`config.mk`:
```
export PLATFORM = sky130hd
export DESIGN_NAME = score_keeper
export DESIGN_NICKNAME = d
export VERILOG_FILES = /design/src/rtl/score_keeper_pkg.sv /design/src/rtl/score_keeper_frame_timer.sv /design/src/rtl/score_keeper.sv
export SDC_FILE = /design/constraint.sdc
export NUM_CORES = 1
export LEC_CHECK = 0
export BUFFER_PORTS_ARGS = -buffer_cell sky130_fd_sc_hd__buf_2
export CELL_PAD_IN_SITES_DETAIL_PLACEMENT = 1
export CELL_PAD_IN_SITES_GLOBAL_PLACEMENT = 2
export CORE_MARGIN = 2
export CORE_UTILIZATION = 37
export DETAILED_ROUTE_END_ITERATION = 7
export PLACE_DENSITY = 0.82
export SLEW_MARGIN = 20
export SYNTH_ARGS = -nofsm -noshare
export SYNTH_HDL_FRONTEND = slang
export SYNTH_SLANG_ARGS = --single-unit
export TNS_END_PERCENT = 10
```
`constraint.sdc`:
```
create_clock -name clk -period 4.1 [get_ports clk]
set_input_delay 0.41 -clock clk [delete_from_list [all_inputs] [get_ports clk]]
set_output_delay 0.41 -clock clk [all_outputs]
set_load 0.02 [all_outputs]
```
`src/rtl/score_keeper_pkg.sv`:
```
// Shared constants and types for the Pong match-state controller.
package score_keeper_pkg;

   localparam int SCORE_W              = 3;
   localparam int PAUSE_W              = 8;
   localparam int BLINK_W              = 5;
   localparam int DEFAULT_WIN_SCORE    = 7;
   localparam int DEFAULT_PAUSE_FRAMES = 60;

   typedef enum logic [1:0] {
      ST_IDLE     = 2'd0,
      ST_SERVE    = 2'd1,
      ST_PLAY     = 2'd2,
      ST_GAMEOVER = 2'd3
   } state_t;

   typedef enum logic {
      DIR_LEFT  = 1'b0,
      DIR_RIGHT = 1'b1
   } serve_dir_t;

   function automatic logic [SCORE_W-1:0] score_inc(input logic [SCORE_W-1:0] s);
      return s + SCORE_W'(1);
   endfunction

endpackage

```
`src/rtl/score_keeper_frame_timer.sv`:
```
// Frame-tick counter with synchronous clear; done pulses on the tick that reaches the compare value.
module frame_timer
   import score_keeper_pkg::*;
(
   input  logic               clk,
   input  logic               rst_n,
   input  logic               clear,
   input  logic               tick,
   input  logic [PAUSE_W-1:0] compare,
   output logic               done
);

   logic [PAUSE_W-1:0] count_q, count_d;

   // Counter never holds the compare value; it wraps to zero on the terminal tick.
   always_comb begin
      count_d = count_q;
      done    = 1'b0;
      if (clear) begin
         count_d = '0;
      end else if (tick) begin
         if (count_q + PAUSE_W'(1) == compare) begin
            done    = 1'b1;
            count_d = '0;
         end else begin
            count_d = count_q + PAUSE_W'(1);
         end
      end
   end

   always_ff @(posedge clk or negedge rst_n) begin
      if (!rst_n) count_q <= '0;
      else        count_q <= count_d;
   end

endmodule

```
`src/rtl/score_keeper.sv`:
```
// Pong match-state controller: scores, serve pacing, ball freeze and game-over handling.
// Optional winner-digit blinking in game over is built when SCORE_BLINK_EN is defined.
module score_keeper
   import score_keeper_pkg::*;
#(
   parameter int WIN_SCORE    = DEFAULT_WIN_SCORE,
   parameter int PAUSE_FRAMES = DEFAULT_PAUSE_FRAMES
) (
   input  logic               clk,
   input  logic               rst_n,
   input  logic               frame_tick,
   input  logic               goal_left,
   input  logic               goal_right,
   input  logic               new_game,
   output logic [SCORE_W-1:0] score_left,
   output logic [SCORE_W-1:0] score_right,
   output logic               win_left,
   output logic               win_right,
   output logic               ball_freeze,
   output logic               serve_req,
   output logic               serve_dir,
   output logic               blank_left,
   output logic               blank_right
);

   localparam logic [SCORE_W-1:0] WIN_VAL   = SCORE_W'(WIN_SCORE);
   localparam logic [PAUSE_W-1:0] PAUSE_VAL = PAUSE_W'(PAUSE_FRAMES);

   state_t             state_q, state_d;
   logic [SCORE_W-1:0] score_left_q, score_left_d;
   logic [SCORE_W-1:0] score_right_q, score_right_d;
   logic               win_left_q, win_left_d;
   logic               win_right_q, win_right_d;
   logic               freeze_q, freeze_d;
   logic               serve_req_q, serve_req_d;
   serve_dir_t         serve_dir_q, serve_dir_d;
   logic               pause_done;
   logic               pause_clear;

   // Timer is held cleared outside SERVE, so the tick arriving with SERVE entry is never counted.
   assign pause_clear = new_game || (state_q != ST_SERVE);

   frame_timer u_pause (
      .clk     (clk),
      .rst_n   (rst_n),
      .clear   (pause_clear),
      .tick    (frame_tick),
      .compare (PAUSE_VAL),
      .done    (pause_done)
   );

   always_comb begin
      state_d       = state_q;
      score_left_d  = score_left_q;
      score_right_d = score_right_q;
      win_left_d    = win_left_q;
      win_right_d   = win_right_q;
      serve_dir_d   = serve_dir_q;
      serve_req_d   = 1'b0;

      if (new_game) begin
         state_d       = ST_SERVE;
         score_left_d  = '0;
         score_right_d = '0;
         win_left_d    = 1'b0;
         win_right_d   = 1'b0;
         serve_dir_d   = DIR_RIGHT;
      end else begin
         unique case (state_q)
            ST_IDLE: ;
            ST_SERVE: begin
               if (pause_done) begin
                  serve_req_d = 1'b1;
                  state_d     = ST_PLAY;
               end
            end
            ST_PLAY: begin
               // goal_left takes precedence when both edges report in one cycle.
               if (goal_left) begin
                  score_right_d = score_inc(score_right_q);
                  if (score_right_d == WIN_VAL) begin
                     win_right_d = 1'b1;
                     state_d     = ST_GAMEOVER;
                  end else begin
                     serve_dir_d = DIR_LEFT;
                     state_d     = ST_SERVE;
                  end
               end else if (goal_right) begin
                  score_left_d = score_inc(score_left_q);
                  if (score_left_d == WIN_VAL) begin
                     win_left_d = 1'b1;
                     state_d    = ST_GAMEOVER;
                  end else begin
                     serve_dir_d = DIR_RIGHT;
                     state_d     = ST_SERVE;
                  end
               end
            end
            ST_GAMEOVER: ;
            default: state_d = ST_IDLE;
         endcase
      end

      freeze_d = (state_d != ST_PLAY);
   end

   always_ff @(posedge clk or negedge rst_n) begin
      if (!rst_n) begin
         state_q       <= ST_IDLE;
         score_left_q  <= '0;
         score_right_q <= '0;
         win_left_q    <= 1'b0;
         win_right_q   <= 1'b0;
         freeze_q      <= 1'b1;
         serve_req_q   <= 1'b0;
         serve_dir_q   <= DIR_LEFT;
      end else begin
         state_q       <= state_d;
         score_left_q  <= score_left_d;
         score_right_q <= score_right_d;
         win_left_q    <= win_left_d;
         win_right_q   <= win_right_d;
         freeze_q      <= freeze_d;
         serve_req_q   <= serve_req_d;
         serve_dir_q   <= serve_dir_d;
      end
   end

`ifdef SCORE_BLINK_EN
   logic [BLINK_W-1:0] blink_cnt_q, blink_cnt_d;
   logic               blank_left_q, blank_left_d;
   logic               blank_right_q, blank_right_d;

   // Counter only survives while staying in GAMEOVER; the winner's digit follows its MSB.
   always_comb begin
      blink_cnt_d = '0;
      if (state_q == ST_GAMEOVER && state_d == ST_GAMEOVER)
         blink_cnt_d = blink_cnt_q + BLINK_W'(frame_tick);
      blank_left_d  = (state_d == ST_GAMEOVER) && win_left_d  && blink_cnt_d[BLINK_W-1];
      blank_right_d = (state_d == ST_GAMEOVER) && win_right_d && blink_cnt_d[BLINK_W-1];
   end

   always_ff @(posedge clk or negedge rst_n) begin
      if (!rst_n) begin
         blink_cnt_q   <= '0;
         blank_left_q  <= 1'b0;
         blank_right_q <= 1'b0;
      end else begin
         blink_cnt_q   <= blink_cnt_d;
         blank_left_q  <= blank_left_d;
         blank_right_q <= blank_right_d;
      end
   end

   assign blank_left  = blank_left_q;
   assign blank_right = blank_right_q;
`else
   assign blank_left  = 1'b0;
   assign blank_right = 1'b0;
`endif

   assign score_left  = score_left_q;
   assign score_right = score_right_q;
   assign win_left    = win_left_q;
   assign win_right   = win_right_q;
   assign ball_freeze = freeze_q;
   assign serve_req   = serve_req_q;
   assign serve_dir   = serve_dir_q;

endmodule

```
---- After elaboration in Yosys (flattened, before gate mapping) ----
Cells that the tools add are included.
cells by class
  add/sub/neg operators ................... 3
  $mul .................................... 0
  divide/modulo/power cells ............... 0
  $lt $le $gt $ge ......................... 0
  eq/ne operators ......................... 10
  shift-type cells ........................ 0
  multiplexer cells ....................... 38
  bitwise logic cells ..................... 0
  reductions and logical operators ........ 13
operator list
  cell                                                             count
  8-bit 2-to-1 mux                                                 3
  1-bit 2-to-1 mux                                                 21
  3-bit 2-to-1 mux                                                 7
  2-bit 2-to-1 mux                                                 6
  2-bit nonzero test                                               6
  8-bit by 1-bit adder with 8-bit output, second input constant    1
  8-bit by 6-bit == test with 1-bit output, second input constant  1
  4-bit AND reduction                                              2
  3-bit by 1-bit adder with 3-bit output, second input constant    2
  3-bit == test, second input constant                             2
  3-bit != test, second input constant                             2
  3-bit AND reduction                                              2
  2-bit by 1-bit != test with 1-bit output, second input constant  2
  2-bit one-hot mux with 2 select lines                            1
  3-bit nonzero test                                               1
  2-bit by 1-bit == test with 1-bit output, second input constant  1
  2-bit == test, second input constant                             1
  2-bit != test, second input constant                             1
  2-bit AND reduction                                              1
  1-bit logical OR                                                 1
word-level totals
  flip-flop bits (word level) ............. 21
  bits in latches ......................... 0
  RAM bits ................................ 0
  bits in read-only memories .............. 0
  bits of input ports ..................... 6
  output and inout bits ................... 13
  word-level logic and storage cells ...... 73
  memories ................................ 0

---- Longest topological paths before layout ----
Gate-level depths: netlist of the first run.
  depth in word-level cells ............... 9
  mapped depth ............................ 9
  mapped depth without buffers ............ 7

---- Cells and area by module ----
Synthesis of the first run repeated with hierarchy kept, for this count alone.
second synthesis, totals
  cell total of the unflattened synthesis .. 158
  area, all modules ....................... 1447.6 um^2
by module, submodules not included
  module        times used  cells each  area an instance (um^2)  sequential area each (um^2)
  frame_timer   1           84          739.5                    200.2
  score_keeper  1           74          708.2                    326.6

---- Worst setup path after synthesis of the first run ----
OpenSTA, ideal clock, no wires.
  path kind ............................... register to register
  from .................................... register u_pause.count_q[0]
  to ...................................... register u_pause.count_q[3]
  setup time .............................. 124 ps
  data arrival time ....................... 1902 ps
  required time ........................... 3976 ps
  path slack .............................. 2074 ps
  stages on the path, launching flop included .. 7
  path buffers ............................ 0
  period minus slack after synthesis ...... 2026 ps
  path through ............................ dfrtp_1 > ha_1 > nand2b_1 > a2111o_1 > o41ai_4 > nor3_2 > a211o_1
on the way
  cells in the longest elaborated chain, start to end .. 5
RTL lines
  element                                   RTL line                                                        RTL
  start: declaration                        score_keeper_frame_timer.sv:13                                  logic [PAUSE_W-1:0] count_q, count_d;
  start signal: assignment                  score_keeper_frame_timer.sv:33                                  else count_q <= count_d;
  8-bit by 1-bit adder with 8-bit output *  score_keeper_frame_timer.sv:22, score_keeper_frame_timer.sv:26
  8-bit by 6-bit == test with 1-bit output  score_keeper_frame_timer.sv:22                                  if (count_q + PAUSE_W'(1) == compare) begin
  8-bit 2-to-1 mux *                        score_keeper_frame_timer.sv:22
  8-bit 2-to-1 mux *                        score_keeper_frame_timer.sv:21                                  end else if (tick) begin
  8-bit 2-to-1 mux *                        score_keeper_frame_timer.sv:19                                  if (clear) begin
Every way passes the cells marked *; elsewhere a longest branch is shown, timed or not. The select of a mux whose other input is x is not followed.
A chain may end at the register's enable or synchronous reset.

---- Final worst setup path of the first run ----
Ends and elaborated chain as after synthesis.

==> results of run 1 <==
[sequential cells by signal, summed over array words and instances (netlist names)]
name and flops:
ball_freeze 1, win_right 1, score_right 3, u_pause.count_q 8, serve_req 1, state_q 2
win_left 1, serve_dir 1, score_left 3
[worst min path at each step]
stage                     start       endpoint  slack (ps)  cells past startpoint
after CTS                 rst_n      win_right          50                      1
after global placement    rst_n      win_right         400                      1
after global routing      rst_n      win_right          50                      1
after floorplan           rst_n  score_left[0]         110                      0
after detailed placement  rst_n      win_right         410                      1
final                     rst_n      win_right          30                      1
[power groups by stage]
stage	Combinational, uW	Sequential [uW]	Clock [uW]
2_1_floorplan	146	248	0
3_3_place_gp	182	247	0
3_5_place_dp	188	249	0
4_1_cts	189	245	112
5_1_grt	213	248	123
6_report	187	245	106
[cells in the mapped netlist, drive strengths merged, types with 2 or more instances]
| library cell | number |
|---|---|
| a21oi | 8 |
| a31oi | 2 |
| buf | 3 |
| clkbuf | 4 |
| dfrtp | 20 |
| ha | 8 |
| inv | 10 |
| mux2i | 2 |
| nand2 | 13 |
| nand2b | 3 |
| nand3 | 4 |
| nand4 | 3 |
| nor2 | 17 |
| nor3 | 5 |
| o21ai | 4 |
| xnor2 | 3 |
| xor2 | 7 |
[through the flow]
| stage | hold WS, ps | total power, uW | std cells |
|---|---|---|---|
| 2_1_floorplan | 114 | 395 | 134 |
| 3_5_place_dp | 407 | 437 | 189 |
| 5_1_grt | 46.4 | 583 | 193 |
| 6_report | 32.7 | 538 | 193 |
| 4_1_cts | 47.6 | 546 | 193 |
| 3_3_place_gp | 402 | 429 | 189 |
[layout make-up]
cell class / instances / share of cell area, %
timing repair buffer: 16 / 5.84
tap: 46 / 4.20
clock buffer: 4 / 1.92
sequential: 21 / 38.4
inverter: 10 / 2.74
multi-input combinational: 96 / 46.8
[layer usage]
metal	track usage, %	vias up
li1	-	478
met1	22.1	475
met2	23.3	15
met3	2.90	5
met4	7.29	0
met5	0	-
[layout by cell type, fill, tap and decap left out, types with 2 or more instances in the layout]
master,synthesis,layout
a21oi_1,8,8
a31oi_1,2,2
buf_2,0,16
clkbuf_4,0,3
conb_1,1,2
dfrtp_1,20,20
ha_1,8,8
inv_1,10,10
mux2i_1,2,2
nand2_1,13,13
nand2b_1,3,3
nand3_1,4,4
nand4_1,3,3
nor2_1,17,17
nor3_1,4,4
o21ai_0,4,4
xnor2_1,3,3
xor2_1,7,7
[logic make-up after synthesis]
family	share of synthesized area [%]
flip-flops	42.4
other	0.302
AO/OA/AOI/OAI	16.0
multiplexers	1.61
XOR/XNOR	7.06
adder cells (fa/ha/maj)	8.06
buffers and inverters	6.15
AND/OR/NAND/NOR	18.3
[worst max-delay path: stages, from the launching register on]
cell	delay (ps)
dfrtp_1	440
ha_1	250
nand2b_1	180
a2111o_1	480
o41ai_4	410
nor3_2	70
a211o_1	270
==> run metrics, run 1 <==
grt ovf 0; port bufs 16; FF-to-FF End u_pause.count_q[3]; Mean Syn Cell Area 9.33 um2; Flop pwr share 45.5%; Crit Path Max Fanout 7; CTS Hold Bufs 0; Worst R2R Path Depth 6; Register Area around 530 um2; Crit Reg-Reg Startpoint u_pause.count_q[0]; number of global-route vias before repair between 900 and 1000; Synth async-reset ratio between 90% and 100%; Least-Margin Pin Slew 490 ps; Max Freq around 0.46 GHz; die footprint 3830 um2; Die X just over 60 um; first-pass GRT wire length about 4300 um; area post-placement between 1000 and 1500 um2; Hold Fails Final Rpt 0; Fin Setup TNS 0 ps; WL met3 72 um; Root Driver clkbuf_4; Worst VDD drop 108 uV; status finished, final reports clean; max-slew violations 0; CP required ~4300 ps; Worst Slack Setup Final between 1500 and 2000 ps; Crit Path Class reg2reg; final core utilization 41.7%; unrepaired setup endpoints after global routing no; Multi-input gate area roughly 640 um2; row count 21; internal power about 340 uW; Arr. time, crit path approximately 2400 ps; via count between 900 and 1000; initial antenna violation count 0; Final Cycle Share between 50% and 60%; highest routed layer met4; crit path from u_pause.count_q[0]; Yosys cell types 36; Area growth syn-to-layout 10.4%; Mapped Area 1240 um2; # IOs 19; Leak ~0.00064 uW; sequential fraction of the synthesis area between 40 and 50%; TritonRoute pass-1 iters 4; postcts setup bufs 0; Crit. End Element flop; DRC Markers 0; CP endpoint u_pause.count_q[3]; PD cells 393 nW/um2; max_cap viols 0; antenna-violating nets left 0; clock sink count 21; Final Instance Area 1370 um2; initial core utilization a little under two fifths; final layout net count between 150 and 200; ANT cells 0; worst rel slew slack between 60 and 70%; Worst Hold Class in2async; Core Box Area around 3300 um2; Tot GR Track Use about 16%; Main synth FF type dfrtp_1; CTS buffer count 3; Worst Setup Start Kind flop; cell count after synthesis 133; Synth Register Bits 21; clock share of power just under 20%; die height slightly above 60 um; EDFF count, synth 0; layout cells sized above 1 17.0%; pre-CTS setup slack slightly below 2000 ps; drt first-iter violations 21; share of the synthesized area in the top cell type 40.3%; area leader, netlist dfrtp_1; Final GP Congestion 0.803; Combinational Power Share a little over a third; maximum clock insertion buffer count 2; largest cells by area after synthesis dfrtp_1 40%, ha_1 8.1%, nor2_1 5.1%; post-cts sizing count 0; vias per inst a little over 5; clk slew on worst S/H paths roughly 120 ps; R2R Setup Slk approximately 1900 ps; DR WL met2 between 1000 and 1500 um; crit path time final 2200 ps; routed metal-1 wire length 1220 um; Total Wirelength about 2600 um; H-tree depth 1; Clock Latency Late Sink 310 ps; Psw approximately 200 uW; wire per inst approximately 13 um; Final setup viols 0; HPWL after detailed placement roughly 2000 um; switching power share of the total 37.3%; Post-Route Skew around 0.77 ps; fillers 410; Warnings, synthesis 0; largest net degree at the start of global routing 22; TritonCTS clock tree built
No activity file was read; power rests on OpenSTA's default activity.
==> inputs of run 2 (changes only) <==
--- a/config.mk
+++ b/config.mk
@@ -9,9 +9,9 @@
 export CELL_PAD_IN_SITES_DETAIL_PLACEMENT = 1
 export CELL_PAD_IN_SITES_GLOBAL_PLACEMENT = 2
 export CORE_MARGIN = 2
-export CORE_UTILIZATION = 37
+export CORE_UTILIZATION = 34
 export DETAILED_ROUTE_END_ITERATION = 7
-export PLACE_DENSITY = 0.82
+export PLACE_DENSITY = 0.76
 export SLEW_MARGIN = 20
 export SYNTH_ARGS = -nofsm -noshare
 export SYNTH_HDL_FRONTEND = slang
==> constraint.sdc (replaced) <==
create_clock -name clk -period 2.3 [get_ports clk]
set_input_delay 0.23 -clock clk [delete_from_list [all_inputs] [get_ports clk]]
set_output_delay 0.23 -clock clk [all_outputs]
set_load 0.02 [all_outputs]
==> run 2 against run 1 <==
Net effect:
- first-iteration DRC count decreased by 24%
- combinational power is 96% higher
- core utilization down 0.43 points
- largest power group unchanged
==> run metrics, run 2 (synthesized netlist as in run 1, its figures left out) <==
initial core utilization 36.3% (was 37.8%); die height 64.4 um (was 61.9 um); H-tree depth 1 (unchanged); wire per inst 13.8 um (was 13.5 um); Register Area 527 um2 (unchanged); Crit Path Max Fanout 7 (unchanged); Max Freq 0.451 GHz (was 0.455 GHz); Clock Latency Late Sink 310 ps (about the same); Die X 64.4 um (was 61.9 um); Final Cycle Share 96.4% (was 53.6%); clk slew on worst S/H paths 120 ps (about the same); hold_ws 189 ps (was 32.7 ps); vias per inst 5.01 (was 5.04); final layout net count 167 (was 162); Pwr Total 984 uW (was 538 uW); HPWL after detailed placement 2030 um (was 2010 um); max reg flops 8 (unchanged); Multi-input gate area 642 um2 (unchanged); Total Wirelength 2740 um (was 2600 um); fillers 425 (was 410); maximum clock insertion buffer count 2 (unchanged); DRC Markers 0 (unchanged); grt ovf 0 (unchanged); most frequent cells in the layout 20 x dfrtp_1, 17 x nor2_1, 16 x buf_2, 13 x nand2_1, 10 x inv_1 (unchanged); number of global-route vias before repair 982 (was 920); port bufs 16 (unchanged); Final GP Congestion 0.843 (was 0.803); status finished, final reports clean (unchanged); most common cell after layout, fill and taps aside dfrtp_1 (unchanged); clock sink count 21 (unchanged); Worst Hold Class in2reg (was in2async); Post-Route Skew 2.00 ps (was 0.774 ps); Top reg by flops u_pause.count_q (unchanged); Hold Fails Final Rpt 0 (unchanged); Crit Path Class reg2reg (unchanged); Worst Setup Start Kind flop (unchanged); first-pass GRT wire length 4570 um (was 4350 um); CP required 2510 ps (was 4310 ps); Fin Setup TNS 0 ps (unchanged); crit path time final 2220 ps (was 2200 ps); max-slew violations 0 (unchanged); initial antenna violation count 0 (unchanged); Arr. time, crit path 2430 ps (was 2410 ps); Final Instance Area 1410 um2 (was 1370 um2); layout cells sized above 1 19.1% (was 17.0%); max_cap viols 0 (unchanged); TritonRoute pass-1 iters 4 (unchanged); Core Box Area 3420 um2 (was 3280 um2); Root Driver clkbuf_4 (unchanged); Tot GR Track Use 14.3% (was 15.7%); via count 991 (was 973); # IOs 19 (unchanged); ANT cells 0 (unchanged); largest net degree at the start of global routing 22 (unchanged); Crit. End Element flop (unchanged); drt first-iter violations 16 (was 21); die footprint 4150 um2 (was 3830 um2); TritonCTS clock tree built (unchanged); Area growth syn-to-layout 13.6% (was 10.4%); Worst Slack Setup Final 81.9 ps (was 1900 ps); PD cells 698 nW/um2 (was 393 nW/um2); antenna-violating nets left 0 (unchanged); Leak 0.000666 uW (was 0.000641 uW); post-cts sizing count 0 (unchanged); Final setup viols 0 (unchanged); area post-placement 1350 um2 (was 1340 um2); row count 21 (unchanged); Worst VDD drop 246 uV (was 108 uV); pre-CTS setup slack 94.8 ps (was 1920 ps); CTS buffer count 3 (unchanged)
-- run 2: cell types whose count changed in the layout (fill, tap and decap cells not counted), sizes merged --
cell	before	now
buf	16	20
dlygate4sd3	0	1
-- run 2: per-layer routing --
metal	vias up	GRT usage, %	part of all wire [%]
met5	-	0	0
met1	485	18.1	48
met4	0	7.18	2.1
met2	15	23.7	47
met3	4	2.26	3.1
li1	487	-	-
-- run 2: path summary, 6_finish.rpt --
check	from	end	slack, ps	depth (start not counted)
min in group asynchronous	rst_n	win_right	390	2
min reg2reg	win_right	win_right	530	2
max in group asynchronous	rst_n	ball_freeze	1550	2
max reg2reg	u_pause.count_q[0]	u_pause.count_q[3]	80	7
min	goal_left	serve_dir	190	2
max	u_pause.count_q[0]	u_pause.count_q[3]	80	7
-- run 2: metrics by stage --
stage               utilization, %  cells
floorplan                        -    134
global placement              39.6    190
detailed placement            39.6    190
CTS                           40.6    195
global route                  41.3    198
finish                        41.3    198
-- run 2: layout make-up --
class	instances	share of cell area (%)
flip-flops and latches	21	37.4
clock buffers	4	1.86
repair buffers	21	8.52
well taps	46	4.08
inverters	10	2.66
multi-input cells	96	45.5
-- run 2: critical path: stages (launching register included) --
cell	delay, ps
dfrtp_1	410
ha_1	250
nand2b_1	180
a2111o_1	440
o41ai_4	350
buf_4	200
nor3_2	40
a211o_1	260
-- run 2: repair_timing --
action,in CTS,in global routing
setup endpoints to repair,0,3
endpoints found under the hold margin,20,0
setup buffers,0,3
hold buffers,1,0
-- run 2: power by group --
| part | switching (uW) | total (uW) | internal (uW) |
|---|---|---|---|
| sequential | 31.0 | 433 | 402 |
| clock | 116 | 184 | 67.7 |
| combinational | 218 | 367 | 149 |
| total | 365 | 984 | 619 |
==> inputs of run 3 (changes only) <==
--- a/config.mk
+++ b/config.mk
@@ -12,6 +12,8 @@
 export CORE_UTILIZATION = 34
 export DETAILED_ROUTE_END_ITERATION = 7
 export PLACE_DENSITY = 0.76
+export RECOVER_POWER = 50
+export REMOVE_ABC_BUFFERS = 1
 export SLEW_MARGIN = 20
 export SYNTH_ARGS = -nofsm -noshare
 export SYNTH_HDL_FRONTEND = slang
==> run 3 against run 2 <==
Net effect:
- maximum frequency shrank 1.2%
- via count grew 0.10%
- cell area shrank 0.27%
- hold slack gained 5.7 ps
- first-iteration DRC count grew 120%
- power grew 0.45%
- worst setup slack lost 28 ps
- core utilization shrank 0.11 points
- wire length grew 4.5%
- sequential cell count is the same
- sequential power grew 0.9%
- non-clock buffer count is the same
- critical path type unchanged
==> run metrics, run 3 (synthesized netlist as in run 1, its figures left out) <==
status finished, final reports clean (unchanged); Arr. time, crit path 2450 ps (was 2430 ps); wire per inst 14.4 um (was 13.8 um); FF-to-FF End u_pause.count_q[3] (unchanged); PD cells 703 nW/um2 (was 698 nW/um2); Leak 0.000645 uW (was 0.000666 uW); vias per inst 5.01 (about the same); TritonCTS clock tree built (unchanged); clock sink count 21 (unchanged); Crit. End Element flop (unchanged); Crit Path Class reg2reg (unchanged); die footprint 4150 um2 (unchanged); Top reg by flops u_pause.count_q (unchanged); R2R Setup Slk 50 ps (was 80 ps); port bufs 16 (unchanged); Crit Reg-Reg Startpoint u_pause.count_q[1] (was u_pause.count_q[0]); worst rel slew slack 24.9%; # IOs 19 (unchanged); hold path endpoint serve_dir (unchanged); DRC Markers 0 (unchanged); max-slew violations 0 (unchanged); row count 21 (unchanged); initial antenna violation count 0 (unchanged); TritonRoute pass-1 iters 3 (was 4); Final GP Congestion 0.863 (was 0.843); crit-path max cell delay 440 ps (about the same); final layout net count 167 (unchanged); CP top delay family compound AO/OA/AOI/OAI gates (unchanged); layout cells sized above 1 16.4% (was 19.1%); Combinational Power Share 37.3% (about the same); ANT cells 0 (unchanged); max reg flops 8 (unchanged); Worst Hold Class in2reg (unchanged); Worst Setup Start Kind flop (unchanged); Area growth syn-to-layout 13.3% (was 13.6%); Final setup viols 0 (unchanged); fillers 430 (was 425); antenna-violating nets left 0 (unchanged); H-tree depth 1 (unchanged); Psw 372 uW (was 365 uW); Hold Path Stages 2 (unchanged); Total Wirelength 2860 um (was 2740 um); Worst Slack Setup Final 54.0 ps (was 81.9 ps); crit path time final 2250 ps (was 2220 ps); CP max-delay cell dfrtp_1 (was a2111o_1); largest net degree at the start of global routing 22 (unchanged); most common cell after layout, fill and taps aside dfrtp_1 (unchanged); via count 992 (was 991); switching power share of the total 37.7% (was 37.1%); critical path cell sequence ha_2, nand2b_1, a2111o_1, o41ai_4, buf_4, nor3_2, a211o_1 (was ha_1, nand2b_1, a2111o_1, o41ai_4, buf_4, nor3_2, a211o_1); clk slew on worst S/H paths 120 ps (about the same); Multi-input gate area 644 um2 (was 642 um2); pre-CTS setup slack 112 ps (was 94.8 ps); hold_ws 195 ps (was 189 ps); Non-Filler Instances 198 (unchanged); die height 64.4 um (unchanged); Final Cycle Share 97.7% (was 96.4%); Root Driver clkbuf_4 (unchanged); initial core utilization 36.3% (unchanged); most frequent cells in the layout 20 x dfrtp_1, 17 x nor2_1, 13 x nand2_1, 10 x inv_1, 10 x buf_2 (was 20 x dfrtp_1, 17 x nor2_1, 16 x buf_2, 13 x nand2_1, 10 x inv_1); dpl cells 190 (unchanged); clock share of power 18.5% (was 18.7%); maximum clock insertion buffer count 2 (unchanged); HPWL after detailed placement 2150 um (was 2030 um); Hold Fails Final Rpt 0 (unchanged); Worst R2R Path Depth 7 (unchanged); Flop pwr share 44.2% (was 44.0%); max_cap viols 0 (unchanged); CP required 2500 ps (was 2510 ps); beginning of the worst hold path goal_left (unchanged); crit path from u_pause.count_q[1] (was u_pause.count_q[0]); Core Box Area 3420 um2 (unchanged); drt first-iter violations 35 (was 16); Least-Margin Pin Slew about 1100 ps; Clock Latency Late Sink 310 ps (about the same); Max Freq 0.445 GHz (was 0.451 GHz); Final Instance Area 1410 um2 (about the same); Tot GR Track Use 14.9% (was 14.3%); Post-Route Skew 5.76 ps (was 2.00 ps); grt ovf 0 (unchanged); CTS buffer count 3 (unchanged); area post-placement 1350 um2 (unchanged); Register Area 527 um2 (unchanged); Worst VDD drop 382 uV (was 246 uV); Crit Path Max Fanout 6 (was 7); Pwr Total 989 uW (was 984 uW); first-pass GRT wire length 4960 um (was 4570 um); Die X 64.4 um (unchanged); internal power 616 uW (was 619 uW); number of global-route vias before repair 1078 (was 982); Buf/Inv on CP 1 (unchanged)
## run 3: changes by cell type in the layout (fill, tap and decap cells not counted)
cell | previous run | this run
buf_2 | 16 | 10
clkbuf_1 | 1 | 6
clkinv_2 | 0 | 1
ha_1 | 8 | 7
ha_2 | 0 | 1
## run 3: layer usage
metal	up-vias	GRT usage, %	wire length (um)
li1	487	-	-
met1	484	19.6	1340
met2	15	25.4	1400
met3	6	3.13	65
met4	0	3.19	55
met5	-	0	0
## run 3: worst max path at each step
stage	to	cells past startpoint
finish	u_pause.count_q[3]	7
global route	u_pause.count_q[3]	7
CTS	u_pause.count_q[3]	6
detailed placement	u_pause.count_q[3]	6
global placement	u_pause.count_q[3]	6
floorplan	u_pause.count_q[3]	6
## run 3: power by group through the flow
stage	Clock [uW]	Combinational, uW	Sequential [uW]
global route	211	420	443
global placement	0	330	442
floorplan	0	250	443
CTS	191	349	438
finish	182	369	437
detailed placement	0	346	446
## run 3: repair_timing
item,in CTS,in global routing
hold buffers,1,0
gates resized for setup,0,1
hold endpoints to repair,20,0
setup buffers,0,3
endpoints found under the setup margin,0,1
## run 3: final cells by class
cell class,instances,share of cell area (%)
Inverter,10,2.67
Clock buffer,3,1.60
Clock inverter,1,0.356
Timing Repair Buffer,21,8.01
Sequential cell,21,37.5
Multi-Input combinational cell,96,45.8
Tap cell,46,4.09
## run 3: worst register-to-register path, stage by stage, from the launching register on
cell      delay, ps
dfrtp_1         440
ha_2            210
nand2b_1        160
a2111o_1        440
o41ai_4         390
buf_4           200
nor3_2           40
a211o_1         260
## run 3: per-stage QoR
stage / TNS, ps / util, %
6_report: 0 / 41.2
5_1_grt: -31.5 / 41.2
4_1_cts: 0 / 40.7
3_5_place_dp: 0 / 39.6
3_3_place_gp: 0 / 39.6
2_1_floorplan: 0 / -
